File: config.mk
export PLATFORM = sky130hd
export DESIGN_NAME = module_divfrec_sched
export DESIGN_NICKNAME = d
export VERILOG_FILES = /design/src/rtl/divfrec_pkg.sv /design/src/rtl/module_rr_arb.sv /design/src/rtl/module_divfrec_sched.sv
export SDC_FILE = /design/constraint.sdc
export NUM_CORES = 1
export LEC_CHECK = 0
export CORE_MARGIN = 1
export CORE_UTILIZATION = 39
export DETAILED_ROUTE_END_ITERATION = 6
export GPL_TIMING_DRIVEN = 0
export PLACE_DENSITY_LB_ADDON = 0.1
export SLEW_MARGIN = 5
export SYNTH_ARGS = -nofsm -noshare
export SYNTH_HDL_FRONTEND = slang
export SYNTH_SLANG_ARGS = --single-unit
File: constraint.sdc
create_clock -name clk -period 7 [get_ports clk]
set_clock_uncertainty 0.2 [all_clocks]
set_input_delay 1.05 -clock clk [delete_from_list [all_inputs] [get_ports clk]]
set_output_delay 1.05 -clock clk [all_outputs]
set_load 0.1 [all_outputs]
File: src/rtl/divfrec_pkg.sv
// -----------------------------------------------------------------------------
// divfrec_pkg
// Shared types and constants for the frequency-divider scheduler.
//   sched_state_t : scheduler FSM states
//   DIV_W         : default width of half-period values
//   DIV_DEFAULT_N : half-period loaded at reset (1 kHz at 27 MHz)
//   DIV_MIN_N     : smallest half-period accepted; smaller requests are raised
//   idx_w()       : width needed to index n clients
// -----------------------------------------------------------------------------
package divfrec_pkg;

    typedef enum logic [1:0] {
        IDLE,
        PEND,
        ACK
    } sched_state_t;

    localparam int DIV_W         = 24;
    localparam int DIV_DEFAULT_N = 13500;
    localparam int DIV_MIN_N     = 2;

    function automatic int idx_w(input int n);
        return (n > 1) ? $clog2(n) : 1;
    endfunction

endpackage

File: src/rtl/module_rr_arb.sv
// -----------------------------------------------------------------------------
// module_rr_arb
// Combinational round-robin pick: the first asserted request at or after
// rr_ptr (wrapping modulo NREQ) wins.
//   req       in  NREQ : request vector
//   rr_ptr    in  IW   : highest-priority index, always < NREQ
//   gnt_valid out 1    : some request is asserted
//   gnt_idx   out IW   : index of the winning request
// -----------------------------------------------------------------------------
module module_rr_arb
    import divfrec_pkg::*;
#(
    parameter int NREQ = 3,
    parameter int IW   = idx_w(NREQ)
) (
    input  logic [NREQ-1:0] req,
    input  logic [IW-1:0]   rr_ptr,
    output logic            gnt_valid,
    output logic [IW-1:0]   gnt_idx
);

    int k;

    // Scan from the lowest priority offset down so the highest-priority hit
    // (offset 0 = rr_ptr) is the last assignment and therefore wins.
    always_comb begin
        gnt_valid = 1'b0;
        gnt_idx   = '0;
        k         = 0;
        for (int i = NREQ - 1; i >= 0; i--) begin
            k = int'(rr_ptr) + i;
            if (k >= NREQ) begin
                k = k - NREQ;
            end
            if (req[IW'(k)]) begin
                gnt_valid = 1'b1;
                gnt_idx   = IW'(k);
            end
        end
    end

endmodule

File: src/rtl/module_divfrec_sched.sv
// -----------------------------------------------------------------------------
// module_divfrec_sched
// Shared frequency divider with a req/ack scheduler. Clients request a new
// half-period; a round-robin arbiter grants one at a time and the value is
// applied only at a half-period boundary so f_o never glitches.
//   clk       in  1      : system clock (27 MHz)
//   rst_n     in  1      : asynchronous active-low reset
//   req_i     in  NREQ   : per-client load request
//   nciclos_i in  NREQ*W : per-client half-period, client k at [k*W +: W]
//   ack_o     out NREQ   : one-cycle pulse when the client's value is applied
//   busy_o    out 1      : grant pending or being acknowledged
//   nciclos_o out W      : active half-period
//   tick_o    out 1      : pulse in each half-period boundary cycle
//   f_o       out 1      : divided square wave, period 2*nciclos_o
//
// state | meaning
// ------+-------------------------------------------------------------
// IDLE  | no grant; arbitrate among asserted requests
// PEND  | grant latched; wait for the next boundary or a withdrawal
// ACK   | value applied last cycle; pulse ack_o, advance rr pointer
// -----------------------------------------------------------------------------
module module_divfrec_sched
    import divfrec_pkg::*;
#(
    parameter int NREQ      = 3,
    parameter int W         = DIV_W,
    parameter int DEFAULT_N = DIV_DEFAULT_N
) (
    input  logic              clk,
    input  logic              rst_n,
    input  logic [NREQ-1:0]   req_i,
    input  logic [NREQ*W-1:0] nciclos_i,
    output logic [NREQ-1:0]   ack_o,
    output logic              busy_o,
    output logic [W-1:0]      nciclos_o,
    output logic              tick_o,
    output logic              f_o
);

    localparam int IW = idx_w(NREQ);

    sched_state_t    state_q, state_d;
    logic [W-1:0]    cnt_q, cnt_d;
    logic [W-1:0]    n_q, n_d;
    logic [W-1:0]    val_q;
    logic [W-1:0]    req_val, req_clamped;
    logic [IW-1:0]   g_q, rr_ptr_q, gnt_idx;
    logic            gnt_valid;
    logic            boundary;
    logic            take;
    logic            apply;

    module_rr_arb #(
        .NREQ (NREQ),
        .IW   (IW)
    ) u_arb (
        .req       (req_i),
        .rr_ptr    (rr_ptr_q),
        .gnt_valid (gnt_valid),
        .gnt_idx   (gnt_idx)
    );

    assign boundary    = (cnt_q == n_q - W'(1));
    assign req_val     = nciclos_i[int'(gnt_idx)*W +: W];
    assign req_clamped = (req_val < W'(DIV_MIN_N)) ? W'(DIV_MIN_N) : req_val;

    always_comb begin
        state_d = state_q;
        take    = 1'b0;
        apply   = 1'b0;
        case (state_q)
            IDLE: begin
                if (gnt_valid) begin
                    take    = 1'b1;
                    state_d = PEND;
                end
            end
            PEND: begin
                // Withdrawal wins over a coincident boundary: the client no
                // longer vouches for the value it asked for.
                if (!req_i[g_q]) begin
                    state_d = IDLE;
                end else if (boundary) begin
                    apply   = 1'b1;
                    state_d = ACK;
                end
            end
            ACK: begin
                state_d = IDLE;
            end
            default: begin
                state_d = IDLE;
            end
        endcase
    end

    always_comb begin
        ack_o = '0;
        if (state_q == ACK) begin
            ack_o[g_q] = 1'b1;
        end
    end

    assign busy_o    = (state_q != IDLE);
    assign nciclos_o = n_q;

    assign cnt_d = boundary ? '0 : cnt_q + W'(1);
    assign n_d   = apply ? val_q : n_q;

    // tick_o is registered but predicted one cycle ahead from the next
    // count/period, so it is high exactly in the boundary cycle.
    always_ff @(posedge clk or negedge rst_n) begin
        if (!rst_n) begin
            state_q  <= IDLE;
            cnt_q    <= '0;
            n_q      <= W'(DEFAULT_N);
            val_q    <= '0;
            g_q      <= '0;
            rr_ptr_q <= '0;
            tick_o   <= 1'b0;
            f_o      <= 1'b0;
        end else begin
            state_q <= state_d;
            cnt_q   <= cnt_d;
            n_q     <= n_d;
            tick_o  <= (cnt_d == n_d - W'(1));
            f_o     <= f_o ^ boundary;
            if (take) begin
                g_q   <= gnt_idx;
                val_q <= req_clamped;
            end
            if (state_q == ACK) begin
                rr_ptr_q <= (g_q == IW'(NREQ - 1)) ? '0 : g_q + IW'(1);
            end
        end
    end

endmodule

After elaboration in Yosys (flattened, before gate mapping)
Cells that the tools add are included.

word-level totals
  memory bits (read-only) = 0
  bits in writable memories = 0
  memories kept = 0
  input bits = 77
  bits in latches = 0
  output and inout port bits = 30
  bits in registers = 80
  logic and storage cells = 76

cells by class
  div/mod/pow operators = 0
  multiplexer cells = 36
  eq/ne operators = 7
  magnitude comparators = 9
  shift-type cells = 1
  multipliers = 1
  bitwise gates (word level) = 1
  add/subtract/negate cells = 9
  reductions and logical operators = 4

operator list
  cell                                                                                 count
  24-bit two-way mux                                                                   3
  72-bit by 8-bit indexed part select with 24-bit output                               1
  24-bit equality test                                                                 2
  24-bit by 1-bit subtractor with 24-bit output, second input constant                 2
  24-bit by 1-bit adder with 24-bit output, second input constant                      1
  24-bit by 2-bit less-than comparator with 1-bit output, second input constant        1
  2-bit two-way mux                                                                    10
  1-bit two-way mux                                                                    16
  2-bit by 4-bit less-than comparator with 1-bit output, second input constant         3
  1-bit binary-select mux with 2-bit select                                            4
  3-bit by 2-bit greater-or-equal comparator with 1-bit output, second input constant  2
  2-bit equality test, second input constant                                           2
  2-bit by 2-bit multiplier with 4-bit output, second input constant                   1
  2-bit case mux with 2 select lines                                                   1
  2-bit by 1-bit subtractor with 2-bit output, second input constant                   2
  2-bit by 1-bit adder with 3-bit output, second input constant                        1
  2-bit by 2-bit adder with 3-bit output, second input constant                        1
  2-bit by 3-bit less-than comparator with 1-bit output, second input constant         1
  3-bit two-way mux                                                                    1
  3-bit != test, second input constant                                                 1
  2-bit by 1-bit adder with 2-bit output, second input constant                        1
  1-bit demux with 2-bit select                                                        1
  2-bit by 1-bit equality test with 1-bit output, second input constant                1
  2-bit by 1-bit greater-or-equal comparator with 1-bit output, second input constant  1
  other kinds (8)                                                                      8

Logic depth before layout (Yosys ltp)
Gate-level depths: netlist of run 1.

  depth in word-level cells = 13
  gate-level depth with buffers = 24
  depth with buffers taken out = 21

Hierarchy
A second synthesis of run 1 with hierarchy kept.

second synthesis, totals
  cells, all modules = 766
  area, all modules = 6,226.0 sq um

modules (own cells, without submodules)
  module                times used  sequential area each (sq um)  area an instance (sq um)  cells each
  module_divfrec_sched  1           2,011.9                       6,034.5                   739
  module_rr_arb         1           0.0                           191.4                     27

Worst setup path before layout of run 1
OpenSTA, ideal clock, no wires.

  path type = reg2reg
  start = reg n_q[9], in the netlist nciclos_o[9]
  end = reg tick_o
  required time = 6,689 ps
  arrival time = 6,298 ps
  path buffers = 4
  clock period less this slack = 6,609 ps
  stages on the path, launching flop included = 23
  setup time = 111 ps
  slack = 391 ps
  cell sequence = dfrtp_1 > buf_2 > or4_1 > or4_1 > clkbuf_2 > o31a_1 > nor4_2 > nand4_1 > nor3_2 > buf_2 > buf_1 > nor2_1 > a21oi_1 > ha_1 > nand2_1 > or4_1 > nor3_1 > nor4b_1 > a41oi_1 > xor2_1 > nor4_1 > o2111ai_1 > a2111oi_2

between the ends
  word-level cells in the longest chain between the ends = 8
  elaborated cells between the ends (all ways) = 9
  those cells by class = add/sub: 2; eq/ne: 2; mux: 5

ends and longest elaborated chain
  item                                           line                         RTL
  start, declared                                module_divfrec_sched.sv:44   logic [W-1:0] n_q, n_d;
  start signal, assigned                         module_divfrec_sched.sv:116  n_q <= W'(DEFAULT_N);
  start signal, assigned                         module_divfrec_sched.sv:125  n_q <= n_d;
  24-bit by 1-bit subtractor with 24-bit output  module_divfrec_sched.sv:63   assign boundary = (cnt_q == n_q - W'(1));
  24-bit equality test                           module_divfrec_sched.sv:63
  1-bit two-way mux                              module_divfrec_sched.sv:83   end else if (boundary) begin
  1-bit two-way mux                              module_divfrec_sched.sv:81   if (!req_i[g_q]) begin
  1-bit two-way mux                              module_divfrec_sched.sv:71   case (state_q)
  24-bit two-way mux                             module_divfrec_sched.sv:108  assign n_d = apply ? val_q : n_q;
  24-bit by 1-bit subtractor with 24-bit output  module_divfrec_sched.sv:126  tick_o <= (cnt_d == n_d - W'(1));
  24-bit equality test *                         module_divfrec_sched.sv:126
  end signal, assigned                           module_divfrec_sched.sv:126
  end, declared                                  module_divfrec_sched.sv:36   output logic tick_o,

Mark *: on every way between the ends. The rest lies on a longest branch, timed or not.
A chain may end at the register's enable or synchronous reset.

Worst setup path after layout of run 1
  start = reg n_q[3], in the netlist nciclos_o[3]
  end = reg tick_o

Same word-level chain as after synthesis.

==> results.txt, run 1 <==
----------------------------------------------------
[Clock network]
  Number of hold buffers added after cts ... 0
  Buffer type at the clock tree root ... clkbuf_16
  Level count of the clock H-tree ... 3
  Clock Tree Buf Depth ... 2
  CTS sink cnt ... 80
  Inserted Clock Buffers ... 9
  Clock transition at the registers of the reported paths ... 60 ps
  TritonCTS clock tree ... yes
  Clock insertion delay at the later pin of the skew report ... 350 ps

[Synth]
  Leading area contributor after synthesis ... dfrtp_1
  Register area share after synthesis ... 31.63%
  Most numerous cell in the Yosys netlist ... nand2_1
  Area fraction of the dominant cell type after synthesis ... 28.33%
  Synth Net Count ... 870
  Flip-flop and latch count after synthesis ... 80
  Number of enable-type register cells in the synthesized netlist ... 0
  Top cell types by occurrence after synthesis ... nand2_1 (108), nor2_1 (74), dfrtp_1 (72)
  Per-instance average area after synthesis ... 8.071 µm²
  Number of standard cells after synthesis ... 788
  Most common flop cell mapped by yosys ... dfrtp_1
  Synth warnings ... 0
  Netlist area before placement ... 6360 µm²
  Count of cell types in the netlist ... 76
  Async SR Flop Fraction ... 100.0%
  Largest cells by area after synthesis ... dfrtp_1 (28%), nand2_1 (6.4%), xnor2_1 (5.8%)

[Timing]
  Highest Clock Rate ... 150.0 MHz
  Fin crit share ... 95.24%
  Number of hold violations in the final report ... 0
  Setup-violating endpoint count in the final report ... 0
  Worst-margin pin slew ... 1001 ps
  Minimum clock period ... 6667 ps
  Final-report max-slew violation count ... 0
  Setup ws final ... 332.9 ps
  Rel. slew slack ... 33.04%

[Run status]
  Outcome ... completed

[Worst setup path]
  Largest fanout on the critical path ... 10
  Required time of the critical path ... 7040 ps
  Kind of start point of the critical path ... register
  Endpoint kind of the worst setup timing path ... register
  Arrival time reported for the critical path endpoint ... 6700 ps
  Crit Path Category ... register to register

[Detailed routing]
  Overall via count from detail_route ... 6440
  Wire length after detailed routing ... 22130 µm
  Pre-Repair DR Iteration Count ... 7
  1st-iter DRT viols ... 530
  Remaining design rule violation count ... 0
  Avg Vias per Cell ... 5.704
  Average routed wire per standard cell ... 19.60 µm
  Remaining antenna violation count ... 0

[GRT]
  Combined global-route utilization of all metal layers ... 27.15%
  Maximum number of pins on one net before global-route repair ... 48
  Initial antenna violation count ... 0
  First-pass GRT wire length ... 34460 µm
  GRT overflow ... 0
  Via count of the first global-routing pass ... 6209

[Floorplanning]
  Number of standard-cell rows in the floorplan ... 46
  Area of the die ... 16820 µm²
  Die outline height ... 129.7 µm
  Horiz. Die Dim ... 129.7 µm
  I/O pins ... 107
  Area of the core ... 15890 µm²
  Starting density of the core ... 40.04%

[Power and ir drop]
  Total power per unit cell area ... 186.8 nW/µm²
  Total power ... 1511 µW
  Maximum vdd ir drop ... 116.0 µV
  Static leakage ... 0.003324 µW

[Place]
  Last weighted congestion value of the routability-driven placer ... 0.9209
  Half-perimeter wire length of the detailed placement result ... 17550 µm
  Count of buffers inserted at the top-level ports ... 106
  Pre-CTS worst setup slack ... -693.5 ps

[Worst hold path]
  Class of the most critical hold timing path ... register to register

[Layout]
  Net total in the final layout ... 990
  Antenna fix cells ... 0
  Fraction of layout instances using a drive strength above 1 ... 8.981%
  Area growth, synth to finish ... 27.21%

[Job]
  Reported max-cap violation count ... 0

----------------------------------------------------
[cells by family (layout without fill, tap and decap cells)]
group | Yosys count | after routing | synth area share (%)
adders and majority gates | 7 | 7 | 1.298
and+or+nand+nor | 355 | 355 | 28.63
buffers and inverters | 69 | 194 | 4.741
muxes | 44 | 44 | 7.200
xor gates and xnor gates | 73 | 73 | 10.27
AOI/OAI and AO/OA | 160 | 160 | 16.23
DFF | 80 | 80 | 31.63
[power by group]
| group | total, µW | internal (µW) | switching (µW) | leakage, µW |
|---|---|---|---|---|
| Clock | 493 | 287 | 206 | 0.000149 |
| Combinational | 359 | 166 | 193 | 0.00218 |
| Sequential | 660 | 539 | 120 | 0.000997 |
[routing by layer]
layer | GRT usage (%) | vias up | routed length (µm)
met3 | 3.977 | 22 | 1224
met5 | 0 | - | 0
met1 | 36.47 | 3073 | 10050
met2 | 45.67 | 255 | 10470
li1 | - | 3090 | -
met4 | 7.114 | 0 | 379
[worst max-delay path, cell delays in order, from the launching register on]
cell and delay [ps]:
dfstp_2 370, clkbuf_1 210, or4_1 440, buf_2 190, or4_1 530, clkbuf_2 190
o31a_1 350, nor4_2 270, nand4_1 230, nor3_4 210, clkbuf_4 270, clkbuf_4 240
nor2_1 60, a21oi_1 160, ha_2 300, nand2_1 130, or4_1 500, nor3_2 210
nor4b_1 320, a41oi_1 100, xor2_1 190, nor4_1 280, o2111ai_1 200, a2111oi_2 380
[state kept, by name, summed over array words and instances (netlist names)]
signal and cells:
val_q 24, g_q 2, state_q 2, tick_o 1, cnt_q 24, nciclos_o 24, f_o 1, rr_ptr_q 2
[layout by cell type (no fill, tap or decap), types with 15 or more instances in the layout]
| master | instances |
|---|---|
| nand2_1 | 108 |
| clkdlybuf4s50_1 | 105 |
| nor2_1 | 74 |
| dfrtp_1 | 72 |
| o21ai_0 | 43 |
| xnor2_1 | 42 |
| a21oi_1 | 41 |
| clkbuf_1 | 37 |
| mux2i_1 | 30 |
| xor2_1 | 30 |
| nor3_1 | 25 |
| nand3_1 | 23 |
| nor4_1 | 22 |
| inv_1 | 16 |
| nand4_1 | 15 |
[timing repair]
action                     4_1_cts  5_1_grt
setup buffers                    1        1
gates cloned                     0        0
setup endpoints to repair        1        1
gates resized for setup          6        6
pin swaps                        1        1
[final cells by class]
class                           instances  area, µm²
Fill cell                            1524       7795
Multi-Input combinational cell        639       4099
Sequential cell                        80       2012
Timing Repair Buffer                  109       1101
Tap cell                              216      270.3
Buffer                                 53      247.7
Clock buffer                           11      242.7
Inverter                               16      60.06
Clock inverter                          5      57.56
[through the flow]
stage	std cells	setup TNS, ps	hold WS [ps]	utilization, %	area, µm²
after detailed placement	1111	-693.5	262.2	48.57	7716
final	1129	0	269.3	50.93	8090
after floorplan	788	0	268.8	-	6360
after global routing	1129	-20.51	295.8	50.93	8090
after CTS	1128	0	274.9	50.72	8056
after global placement	1110	-707.5	260.8	48.42	7691
[final timing paths]
check | from | depth (start not counted) | end | slack [ps]
hold reg to reg | f_o$_DFF_PN0_ | 1 | f_o$_DFF_PN0_ | 270
setup reg to reg | nciclos_o[3]$_DFF_PN1_ | 23 | tick_o$_DFF_PN0_ | 330
min in group asynchronous | rst_n | 1 | cnt_q[0]$_DFF_PN0_ | 470
max in group asynchronous | rst_n | 2 | nciclos_o[13]$_DFF_PN1_ | 5460
hold / removal | f_o$_DFF_PN0_ | 1 | f_o$_DFF_PN0_ | 270
setup / recovery | nciclos_o[3]$_DFF_PN1_ | 23 | tick_o$_DFF_PN0_ | 330
No activity file was read; power rests on OpenSTA's default activity.
==> run 2, diff against run 1 <==
Settings changed: SKIP_LAST_GASP from default to 1.
==> results of run 2 <==
Same layout as run 1: the final DEF is identical, and so are final timing and power.
==> run 3, diff against run 2 <==
Clock period 7 ns to 8.7 ns, I/O delays scaled along.
==> results.txt, run 3 (synthesized netlist as in run 1, its figures left out) <==
----------------------------------------------------
[Timing]
  Unrepaired setup endpoints after global routing ... no
  Fin crit share ... 91.24%
  Rel. slew slack ... 32.74%
  Summed negative setup slack over all endpoints ... 0 ps
  Worst-margin pin slew ... 1006 ps
  Highest Clock Rate ... 126.0 MHz
  Minimum clock period ... 7938 ps
  Setup-violating endpoint count in the final report ... 0
  Final-report max-slew violation count ... 0
  Number of hold violations in the final report ... 0

[Place]
  Count of buffers inserted at the top-level ports ... 106
  Half-perimeter wire length of the detailed placement result ... 17550 µm
  Last weighted congestion value of the routability-driven placer ... 0.9209

[Worst setup path]
  Endpoint kind of the worst setup timing path ... register
  Flop-to-flop setup slack ... 760 ps
  Largest fanout on the critical path ... 10
  Crit Path Category ... register to register
  Arrival time reported for the critical path endpoint ... 7970 ps
  Required time of the critical path ... 8740 ps
  Kind of start point of the critical path ... register

[Detailed routing]
  Remaining design rule violation count ... 0
  Remaining antenna violation count ... 0
  Overall via count from detail_route ... 6423
  Avg Vias per Cell ... 5.699
  1st-iter DRT viols ... 571
  Average routed wire per standard cell ... 19.68 µm
  Wire length after detailed routing ... 22180 µm
  Pre-Repair DR Iteration Count ... 5

[GRT]
  Via count of the first global-routing pass ... 6224
  GRT overflow ... 0
  Combined global-route utilization of all metal layers ... 27.13%
  Initial antenna violation count ... 0
  Maximum number of pins on one net before global-route repair ... 48
  First-pass GRT wire length ... 34420 µm

[Floorplanning]
  I/O pins ... 107
  Area of the die ... 16820 µm²
  Starting density of the core ... 40.04%
  Area of the core ... 15890 µm²
  Die outline height ... 129.7 µm
  Horiz. Die Dim ... 129.7 µm
  Number of standard-cell rows in the floorplan ... 46

[Clock network]
  Buffer type at the clock tree root ... clkbuf_16
  Clock Tree Buf Depth ... 2
  Inserted Clock Buffers ... 9
  CTS sink cnt ... 80
  Total of cells resized after clock tree synthesis ... 0
  Clock insertion delay at the later pin of the skew report ... 350 ps
  Clock transition at the registers of the reported paths ... 60 ps
  Level count of the clock H-tree ... 3
  Number of setup buffers added after CTS ... 0
  Number of hold buffers added after cts ... 0
  TritonCTS clock tree ... yes

[Power and ir drop]
  Static leakage ... 0.003293 µW
  Total power per unit cell area ... 151.1 nW/µm²
  Total power ... 1212 µW
  Maximum vdd ir drop ... 91.63 µV

[Layout]
  Fraction of layout instances using a drive strength above 1 ... 7.903%
  Net total in the final layout ... 988
  Commonest cells after routing, fill and taps aside ... nand2_1 (108), clkdlybuf4s50_1 (105), nor2_1 (74)
  Most common cell after layout, fill and taps aside ... nand2_1
  Area growth, synth to finish ... 26.05%
  Antenna fix cells ... 0

[Worst hold path]
  Class of the most critical hold timing path ... register to register

[Run status]
  Outcome ... completed

[Job]
  Reported max-cap violation count ... 0

----------------------------------------------------
## run 3: area by class of cell
type / instances / area, µm²
Clock inverter: 5 / 57.56
Tap cell: 216 / 270.3
Clock buffer: 11 / 242.7
Inverter: 16 / 60.06
Buffer: 53 / 241.5
Sequential cell: 80 / 2012
Fill cell: 1530 / 7869
Multi-Input combinational cell: 639 / 4046
Timing Repair Buffer: 107 / 1086
## run 3: critical path, cell delays in order, from the launching register on
cell and delay (ps):
dfrtp_1 450, inv_1 120, ha_1 230, nor3b_1 650, nand4_1 490, or4_1 640, a22oi_1 250, nand4_1 190
nor3_2 610, buf_2 370, buf_1 460, nor2_1 90, a21oi_1 180, ha_1 350, nand2_1 170, or4_1 500
nor3_1 330, nor4b_1 340, a41oi_1 100, xor2_1 200, nor4_1 320, o2111ai_1 210, a2111oi_2 380
## run 3: final timing paths
path,start,end,depth (start not counted)
max,nciclos_o[0]$_DFF_PN0_,tick_o$_DFF_PN0_,22
max reg2reg,nciclos_o[0]$_DFF_PN0_,tick_o$_DFF_PN0_,22
min,f_o$_DFF_PN0_,f_o$_DFF_PN0_,1
min reg2reg,f_o$_DFF_PN0_,f_o$_DFF_PN0_,1
max in group asynchronous,rst_n,nciclos_o[13]$_DFF_PN1_,2
min in group asynchronous,rst_n,cnt_q[0]$_DFF_PN0_,1
## run 3: metrics by stage
stage	area, µm²	setup WS [ps]	hold slack (ps)	utilization (%)	cells
4_1_cts	8016	945.6	274.9	50.46	1127
5_1_grt	8016	364.9	295.8	50.46	1127
3_3_place_gp	7691	992.5	260.8	48.42	1110
2_1_floorplan	6360	2091	268.8	-	788
6_report	8016	762.0	269.5	50.46	1127
3_5_place_dp	7716	1006	262.2	48.57	1111
## run 3: power breakdown
group	internal [µW]	leakage (µW)	switching (µW)
combinational	132	0.00215	152
clock	231	0.000149	166
sequential	434	0.000997	96.2
total	797	0.00329	415
## run 3: routing by layer
layer | track usage [%] | vias to the layer above | wire length, µm | part of all wire [%]
met5 | 0 | - | 0 | 0
met4 | 7.387 | 0 | 405 | 1.8
met3 | 4.018 | 24 | 1248 | 5.6
met2 | 45.58 | 274 | 10480 | 47
met1 | 36.36 | 3036 | 10050 | 45
li1 | - | 3089 | - | -
